## src/rtl/redundancy_pair_scanner.sv

```systemverilog
// redundancy_pair_scanner
//
// Loads one filter's flattened weights into a small buffer, then walks every
// ordered index pair (idx1 < idx2) once, presenting each pair whose weights
// are equal and nonzero on a valid/ready output. Each presented pair carries
// the layer geometry captured at configuration time.
//
// State table:
//   state  | meaning
//   IDLE   | waiting for a cfg handshake; cfg_ready high
//   LOAD   | accepting cfg_len (clamped to MAX_K) weights on the w_* stream
//   SCAN   | evaluating one candidate (i,j) per cycle, stalling on backpressure
//   DONE   | one-cycle done pulse, then back to IDLE
//
// Ports:
//   clk, reset              clock, synchronous active-high reset
//   cfg_valid/cfg_ready     start handshake; cfg_ow/fw/st/len captured on it
//   w_valid/w_ready/w_data  weight stream, accepted only in LOAD
//   pair_valid/pair_ready   matching-pair handshake; idx1/idx2 hold the pair
//   ow, fw, st              geometry held from one cfg capture to the next
//   busy                    state is not IDLE
//   done                    one-cycle pulse when the scan completes

module redundancy_pair_scanner #(
    parameter int WORD_WIDTH = 8,
    parameter int MAX_K      = 16
) (
    input  logic                  clk,
    input  logic                  reset,

    input  logic                  cfg_valid,
    output logic                  cfg_ready,
    input  logic [WORD_WIDTH-1:0] cfg_ow,
    input  logic [WORD_WIDTH-1:0] cfg_fw,
    input  logic [WORD_WIDTH-1:0] cfg_st,
    input  logic [WORD_WIDTH-1:0] cfg_len,

    input  logic                  w_valid,
    input  logic [WORD_WIDTH-1:0] w_data,
    output logic                  w_ready,

    output logic                  pair_valid,
    input  logic                  pair_ready,
    output logic [WORD_WIDTH-1:0] idx1,
    output logic [WORD_WIDTH-1:0] idx2,

    output logic [WORD_WIDTH-1:0] ow,
    output logic [WORD_WIDTH-1:0] fw,
    output logic [WORD_WIDTH-1:0] st,

    output logic                  busy,
    output logic                  done
);

    // Length needs one extra bit: MAX_K may equal 2^WORD_WIDTH.
    localparam int LW = WORD_WIDTH + 1;
    localparam int AW = (MAX_K > 1) ? $clog2(MAX_K) : 1;

    localparam logic [1:0] S_IDLE = 2'd0;
    localparam logic [1:0] S_LOAD = 2'd1;
    localparam logic [1:0] S_SCAN = 2'd2;
    localparam logic [1:0] S_DONE = 2'd3;

    localparam logic [LW-1:0]         L_ONE  = LW'(1);
    localparam logic [LW-1:0]         L_TWO  = LW'(2);
    localparam logic [LW-1:0]         L_MAXK = LW'(MAX_K);
    localparam logic [WORD_WIDTH-1:0] W_ONE  = WORD_WIDTH'(1);
    localparam logic [WORD_WIDTH-1:0] W_TWO  = WORD_WIDTH'(2);

    logic [1:0]            state;
    logic [LW-1:0]         len;
    logic [WORD_WIDTH-1:0] cnt;
    logic [WORD_WIDTH-1:0] i_q;
    logic [WORD_WIDTH-1:0] j_q;
    logic [WORD_WIDTH-1:0] ow_q;
    logic [WORD_WIDTH-1:0] fw_q;
    logic [WORD_WIDTH-1:0] st_q;

    logic [WORD_WIDTH-1:0] wbuf [MAX_K];

    logic [LW-1:0]         cfg_len_ext;
    logic [LW-1:0]         len_clamped;
    logic                  w_fire;
    logic                  load_last;
    logic [WORD_WIDTH-1:0] wi;
    logic [WORD_WIDTH-1:0] wj;
    logic                  match;
    logic                  advance;
    logic                  row_end;
    logic                  last_cand;

    // ------------------------------------------------------------------
    // Combinational decode
    // ------------------------------------------------------------------
    assign cfg_len_ext = {1'b0, cfg_len};
    assign len_clamped = (cfg_len_ext > L_MAXK) ? L_MAXK : cfg_len_ext;

    assign w_fire    = (state == S_LOAD) && w_valid;
    assign load_last = ({1'b0, cnt} == (len - L_ONE));

    // Both reads come straight from registered i/j, so pair_valid never
    // depends on pair_ready.
    assign wi = wbuf[i_q[AW-1:0]];
    assign wj = wbuf[j_q[AW-1:0]];

    assign match   = (state == S_SCAN) && (wi == wj) && (wi != '0);
    assign advance = (state == S_SCAN) && (!match || pair_ready);

    assign row_end   = ({1'b0, j_q} == (len - L_ONE));
    assign last_cand = row_end && ({1'b0, i_q} == (len - L_TWO));

    // ------------------------------------------------------------------
    // Control state, counters and geometry
    // ------------------------------------------------------------------
    always_ff @(posedge clk) begin
        if (reset) begin
            state <= S_IDLE;
            len   <= '0;
            cnt   <= '0;
            i_q   <= '0;
            j_q   <= '0;
            ow_q  <= '0;
            fw_q  <= '0;
            st_q  <= '0;
        end else begin
            case (state)
                S_IDLE: begin
                    if (cfg_valid) begin
                        ow_q  <= cfg_ow;
                        fw_q  <= cfg_fw;
                        st_q  <= cfg_st;
                        len   <= len_clamped;
                        cnt   <= '0;
                        state <= (len_clamped == '0) ? S_DONE : S_LOAD;
                    end
                end

                S_LOAD: begin
                    if (w_valid) begin
                        cnt <= cnt + W_ONE;
                        if (load_last) begin
                            i_q   <= '0;
                            j_q   <= W_ONE;
                            state <= (len == L_ONE) ? S_DONE : S_SCAN;
                        end
                    end
                end

                S_SCAN: begin
                    // Stalled match (pair_valid && !pair_ready) keeps i/j frozen.
                    if (advance) begin
                        if (last_cand) begin
                            state <= S_DONE;
                        end else if (row_end) begin
                            i_q <= i_q + W_ONE;
                            j_q <= i_q + W_TWO;
                        end else begin
                            j_q <= j_q + W_ONE;
                        end
                    end
                end

                S_DONE: begin
                    cnt   <= '0;
                    i_q   <= '0;
                    j_q   <= '0;
                    state <= S_IDLE;
                end

                default: state <= S_IDLE;
            endcase
        end
    end

    // ------------------------------------------------------------------
    // Weight buffer (contents are don't-care outside LOAD/SCAN, so no reset)
    // ------------------------------------------------------------------
    always_ff @(posedge clk) begin
        if (!reset && w_fire) begin
            wbuf[cnt[AW-1:0]] <= w_data;
        end
    end

    // ------------------------------------------------------------------
    // Outputs
    // ------------------------------------------------------------------
    assign cfg_ready  = (state == S_IDLE);
    assign w_ready    = (state == S_LOAD);
    assign busy       = (state != S_IDLE);
    assign done       = (state == S_DONE);

    assign pair_valid = match;
    assign idx1       = i_q;
    assign idx2       = j_q;

    assign ow = ow_q;
    assign fw = fw_q;
    assign st = st_q;

endmodule

```

## config.mk

```make
export PLATFORM = sky130hd
export DESIGN_NAME = redundancy_pair_scanner
export DESIGN_NICKNAME = d
export VERILOG_FILES = /design/src/rtl/redundancy_pair_scanner.sv
export SDC_FILE = /design/constraint.sdc
export NUM_CORES = 1
export LEC_CHECK = 0
export BUFFER_PORTS_ARGS = -buffer_cell sky130_fd_sc_hd__buf_2
export CELL_PAD_IN_SITES_DETAIL_PLACEMENT = 1
export CELL_PAD_IN_SITES_GLOBAL_PLACEMENT = 2
export CORE_MARGIN = 4
export CORE_UTILIZATION = 45
export DETAILED_ROUTE_END_ITERATION = 10
export HOLD_SLACK_MARGIN = 0.15
export PLACE_DENSITY_LB_ADDON = 0.1
export SLEW_MARGIN = 30
export SYNTH_ARGS = -nofsm -noshare
export SYNTH_HDL_FRONTEND = slang
export SYNTH_SLANG_ARGS = --single-unit
```

## constraint.sdc

```tcl
create_clock -name clk -period 7.6 [get_ports clk]
set_clock_uncertainty 0.15 [all_clocks]
set_input_delay 0.76 -clock clk [delete_from_list [all_inputs] [get_ports clk]]
set_output_delay 0.76 -clock clk [all_outputs]
set_load 0.01 [all_outputs]
```

==> impl_metrics.py, run 1 <==
metrics = {
    "synth": {
        "avgSynthCellArea_um2": 12.8,
        "synth_edf_count": 128,
        "synth_area_leaders": "edfxtp_1, mux4_2, dfxtp_1, nand2_1, a21oi_1",
        "yosys.cell_types.count": 69,
        "synth.ff_latch_count": 194,
        "async_flop_share": 0,
        "synth_nets": 826,
        "synth_top_area_cell": "edfxtp_1",
        "seq_area_frac_synth": 0.528,
        "synth_top_area_share": 0.393,
        "postSynthCellCount": 767,
        "synth_ff_type": "edfxtp_1",
        "synth_area_um2": 9780,
        "ys_warn_count": 0,
    },
    "placed_design": {
        "numPortBuffers": 89,
        "gpl.final_weighted_congestion": 0.841,
        "dpl_worst_slack_ns": 3.52,
        "placed_area_um2": 10400,
        "dpl.hpwl_um": 19200,
    },
    "hold_path": {
        "hold_path.class": "reg -> reg",
        "worstHoldStart": "st[4]$_SDFFE_PP0P_",
    },
    "die": {
        "die_h_um": 155,
        "die_w_um": 155,
        "rows": 53,
        "core_um2": 21200,
        "num_io_pins": 90,
        "die-area_um2": 24200,
        "initial_core_util": 0.461,
    },
    "critical_path": {
        "endpoint_kind": "output pin",
        "cp-start-kind": "flop",
        "crit_path_max_fanout": 32,
        "cp_cell_sequence": "buf_4 -> mux4_2 -> a22oi_1 -> nand3_1 -> xor2_1 -> nor4_2 -> and3_1 -> buf_2",
        "crit_required_ns": 6.69,
        "critPathMaxStageDelay_ns": 0.58,
        "arrival_ns": 3.44,
        "crit_type": "reg -> out",
        "slowest_stage": "mux4_2",
    },
    "clocking": {
        "cts_setup_buffers": 0,
        "cts_tree": "built",
        "clockBufferDepth": 2,
        "clk_pin_slew_ns": 0.08,
        "clock-root-buffer": "clkbuf_16",
        "worstSkewPairLatency_ns": 0.44,
        "htree_levels": 4,
        "cts_resized": 0,
        "cts_sinks": 194,
        "hold_buffers": 0,
        "cts_buffers": 17,
    },
    "route": {
        "dr_total_vias": 6833,
        "ant_nets": 0,
        "drc": 0,
        "viasPerCell": 6.08,
        "dr.first_iter.drc_count": 435,
        "routed_wl_um": 26900,
        "wire_per_inst_um": 23.9,
        "dr.pass1.iters": 8,
    },
    "final_layout": {
        "num_antenna_cells": 0,
        "nFillCells": 2242,
        "final_cell_area_um2": 11000,
        "layout-drive-gt1-share": 0.267,
        "regArea_um2": 5170,
        "syn_to_final_growth_pct": 12.0,
        "final_common_cell": "edfxtp_1",
        "nets": 895,
        "multi_input_area_um2": 4290,
        "layout_common_cells": "edfxtp_1, buf_2, nand2_1",
    },
    "sta": {
        "fmax_mhz": 230,
        "setup_slack_ns": 3.25,
        "slew_violations": 0,
        "tightestPinTransition_ns": 0.935,
        "grt_setup_unrepaired": "no",
        "hold_ws_ns": 0.304,
        "hold_viol": 0,
        "tns_ns": 0,
        "period_minus_slack_ns": 4.35,
        "fin_crit_sh": 0.572,
        "maxSlewHeadroom": 0.374,
        "setup_viol": 0,
    },
    "run": {
        "cap_violations": 0,
    },
    "power_and_ir_drop": {
        "irDropWorstVdd_v": 0.000196,
        "powerDensity_nw_per_um2": 244,
        "power_leakage_nw": 3.79,
    },
    "global_routing": {
        "grt_pass1_vias": 7401,
        "grt-ovfl-total": 0,
        "grt_max_degree": 56,
        "grt_pass1_wl_um": 42300,
        "groute.usage.overall": 0.230,
        "antenna_found_initial": 0,
    },
    "outcome": {
        "outcome": "finished clean",
    },
}
-- cell usage after synthesis, types with 6 or more instances --
| cell type | instances |
|---|---|
| edfxtp_1 | 128 |
| clkbuf_1 | 30 |
| nand2_1 | 89 |
| nand3_1 | 29 |
| nand4_1 | 13 |
| nor2_1 | 36 |
| ha_1 | 14 |
| buf_6 | 6 |
| o21ai_0 | 15 |
| xnor2_1 | 24 |
| buf_2 | 6 |
| a21oi_1 | 55 |
| xor2_1 | 25 |
| dfxtp_1 | 66 |
| and3_1 | 12 |
| nor3_1 | 11 |
| a22oi_1 | 16 |
| inv_1 | 16 |
| mux4_2 | 64 |
| nor2b_1 | 10 |
-- per-stage QoR --
stage	util	std cells	power, mW
6_report	0.516	1124	2.67
5_1_grt	0.516	1124	2.81
4_1_cts	0.516	1123	2.70
3_5_place_dp	0.489	1091	1.82
3_3_place_gp	0.489	1091	1.80
2_1_floorplan	-	767	1.65
-- metal layers --
metal,part of all wire,up-vias,track usage
li1,-,3072,-
met1,0.41,3503,0.280
met2,0.53,209,0.408
met3,0.038,49,0.0414
met4,0.028,0,0.0825
met5,0,-,0
-- final timing paths --
check,endpoint,slack (ns),depth (start not counted)
max,pair_valid,3.25,8
min,st[4]$_SDFFE_PP0P_,0.30,2
max reg2reg,flop,3.60,9
min reg2reg,st[4]$_SDFFE_PP0P_,0.30,2
-- cell families after synthesis --
logic type,Yosys count,synth area share
fa+ha+maj,14,0.0179
compound gates,134,0.0921
flops,194,0.528
mux,69,0.152
simple gates,238,0.127
xor+xnor,51,0.0485
buf+inv,67,0.0343
-- critical path, delay by kind of cell (launching register included) --
family | cells | cell delay [ns]
xor+xnor | 1 | 0.23
compound gates | 1 | 0.28
simple gates | 3 | 0.91
flops | 1 | 0.32
mux | 1 | 0.58
buf+inv | 2 | 0.67
-- sequential cells by signal, indices dropped and copies added (netlist names), named ones only --
register and count:
len 8, st 8, wbuf 128, state 2
cnt 8, idx1 8, idx2 8, ow 8
fw 8
-- where the power goes --
group	switching, mW	total (mW)	internal, mW
Combinational	0.371	0.595	0.224
Sequential	0.0377	1.20	1.16
Clock	0.425	0.872	0.447
Total	0.834	2.67	1.83
-- layout make-up --
cell class / count / share of cell area
clock buffer: 17 / 0.0388
clock inverter: 15 / 0.0123
inverter: 17 / 0.00582
multi-input combinational: 506 / 0.392
sequential: 194 / 0.472
tap: 275 / 0.0314
timing repair buffer: 100 / 0.0482
(Power assumes the default switching activity.)
==> inputs of run 2 (changes only) <==
--- a/config.mk
+++ b/config.mk
@@ -9,7 +9,7 @@
 export CELL_PAD_IN_SITES_DETAIL_PLACEMENT = 1
 export CELL_PAD_IN_SITES_GLOBAL_PLACEMENT = 2
 export CORE_MARGIN = 4
-export CORE_UTILIZATION = 45
+export CORE_UTILIZATION = 37
 export DETAILED_ROUTE_END_ITERATION = 10
 export HOLD_SLACK_MARGIN = 0.15
 export PLACE_DENSITY_LB_ADDON = 0.1
==> constraint.sdc (replaced) <==
create_clock -name clk -period 3.9 [get_ports clk]
set_clock_uncertainty 0.15 [all_clocks]
set_input_delay 0.39 -clock clk [delete_from_list [all_inputs] [get_ports clk]]
set_output_delay 0.39 -clock clk [all_outputs]
set_load 0.01 [all_outputs]
==> run 2 against run 1 <==
- first-iteration DRC count is 1.6% higher
- via count rose by 1.5%
- cell count grew 9.7%
- total power is 98% higher
- clock power is 100% higher
- critical path depth rose by 1
- sequential share of layout area decreased by 2.3 points
- die area up 20%
- flip-flop and latch count unchanged
- non-clock buffer count is 49 higher
- clock-buffer cell count is 2 higher
- largest cell class unchanged
- largest power group unchanged
==> impl_metrics.py, run 2 (same netlist as run 1, synthesis figures left out) <==
metrics = {
    "outcome": {
        "outcome": "finished clean",
    },
    "hold_path": {
        "hold_path.class": "in -> reg",
    },
    "placed_design": {
        "gpl.final_weighted_congestion": 0.766,
        "dpl_worst_slack_ns": 0.439,
        "numPortBuffers": 89,
        "dpl.hpwl_um": 20400,
        "placedCellCount": 1172,
    },
    "sta": {
        "maxSlewHeadroom": 0.428,
        "period_minus_slack_ns": 3.65,
        "hold_viol": 0,
        "fin_crit_sh": 0.935,
        "grt_setup_unrepaired": "no",
        "fmax_mhz": 274,
        "hold_ws_ns": 0.175,
        "tns_ns": 0,
        "setup_viol": 0,
        "tightestPinTransition_ns": 0.851,
        "slew_violations": 0,
        "setup_slack_ns": 0.255,
    },
    "final_layout": {
        "regArea_um2": 5170,
        "multi_input_area_um2": 4300,
        "num_antenna_cells": 0,
        "stdcell_count": 1233,
        "nFillCells": 2799,
        "nets": 944,
        "syn_to_final_growth_pct": 17.8,
        "layout-drive-gt1-share": 0.277,
        "final_common_cell": "edfxtp_1",
        "layout_common_cells": "edfxtp_1, buf_2, nand2_1",
        "largest_reg_flops": 128,
    },
    "die": {
        "rows": 59,
        "die_w_um": 171,
        "core_um2": 26100,
        "initial_core_util": 0.375,
        "die_h_um": 171,
        "num_io_pins": 90,
        "die-area_um2": 29100,
    },
    "critical_path": {
        "crit_type": "reg -> out",
        "crit_required_ns": 3.36,
        "crit_path_max_fanout": 32,
        "arrival_ns": 3.11,
        "endpoint_kind": "output pin",
        "cp-start-kind": "flop",
    },
    "global_routing": {
        "grt-ovfl-total": 0,
        "grt_pass1_wl_um": 44800,
        "antenna_found_initial": 0,
        "grt_pass1_vias": 7683,
        "grt_max_degree": 55,
        "groute.usage.overall": 0.203,
    },
    "clocking": {
        "cts_resized": 0,
        "cts_sinks": 194,
        "htree_levels": 4,
        "clockBufferDepth": 2,
        "worstSkewPairLatency_ns": 0.44,
        "clk_pin_slew_ns": 0.07,
        "cts_tree": "built",
        "cts_buffers": 17,
        "clock-root-buffer": "clkbuf_16",
    },
    "route": {
        "dr.pass1.iters": 5,
        "ant_nets": 0,
        "drc": 0,
        "wire_per_inst_um": 23.5,
        "dr_total_vias": 6936,
        "routed_wl_um": 28900,
        "viasPerCell": 5.63,
        "dr.first_iter.drc_count": 442,
    },
    "power_and_ir_drop": {
        "power_leakage_nw": 4.02,
        "powerDensity_nw_per_um2": 459,
        "irDropWorstVdd_v": 0.000322,
    },
    "run": {
        "cap_violations": 0,
    },
}
[run 2: cell count changes in the layout (fill, tap and decap cells not counted), moves of 2 or more]
cell           previous run  this run
dlygate4sd3_1             0        29
buf_4                    11        29
inv_6                     3         6
nor2_1                   34        31
nor2_2                    2         5
buf_12                    0         2
clkinv_4                  2         0
[run 2: report_power, final]
group	switching, mW	total (mW)	internal [mW]
clock	0.834	1.76	0.925
sequential	0.0805	2.35	2.27
combinational	0.718	1.19	0.472
[run 2: worst paths after layout]
path                                           from  slack [ns]  cells after the start                  end
worst max-delay path                           flop        0.25                      9           pair_valid
worst min register to register   st[4]$_SDFFE_PP0P_        0.31                      2   st[4]$_SDFFE_PP0P_
worst min-delay path                     cfg_len[5]        0.18                      4  len[2]$_SDFFE_PP0P_
worst max register to register  len[2]$_SDFFE_PP0P_        0.44                     10                 flop
[run 2: area by class of cell]
| cell class | instances | area share |
|---|---|---|
| Clock buffer | 19 | 0.0384 |
| Clock inverter | 13 | 0.0116 |
| Inverter | 17 | 0.00554 |
| Multi-Input combinational cell | 506 | 0.373 |
| Sequential cell | 194 | 0.448 |
| Tap cell | 335 | 0.0364 |
| Timing Repair Buffer | 149 | 0.0862 |
[run 2: timing repair]
action | CTS | global route
hold buffers | 29 | 0
buffers inserted | 0 | 0
hold endpoints to repair | 28 | 0
[run 2: layer usage]
metal,vias to the layer above,track usage,share of wire
met3,28,0.0291,0.026
met2,146,0.374,0.53
li1,3177,-,-
met5,-,0,0
met1,3585,0.251,0.43
met4,0,0.0486,0.014
[run 2: worst max-delay path: stages, from the launching register on]
cell and delay [ns]:
dfxtp_2 0.34, buf_12 0.26, mux4_2 0.54, a22oi_1 0.28, nand3_1 0.21, xor2_1 0.23, nor4_2 0.28, buf_4 0.18
and3_1 0.18, buf_2 0.14
[run 2: through the flow]
stage / cell area [um^2] / utilization / power (mW)
after floorplan: 9780 / - / 3.21
after global placement: 10600 / 0.408 / 3.54
after detailed placement: 10600 / 0.409 / 3.58
after CTS: 11500 / 0.442 / 5.36
after global routing: 11500 / 0.442 / 5.56
final: 11500 / 0.442 / 5.30
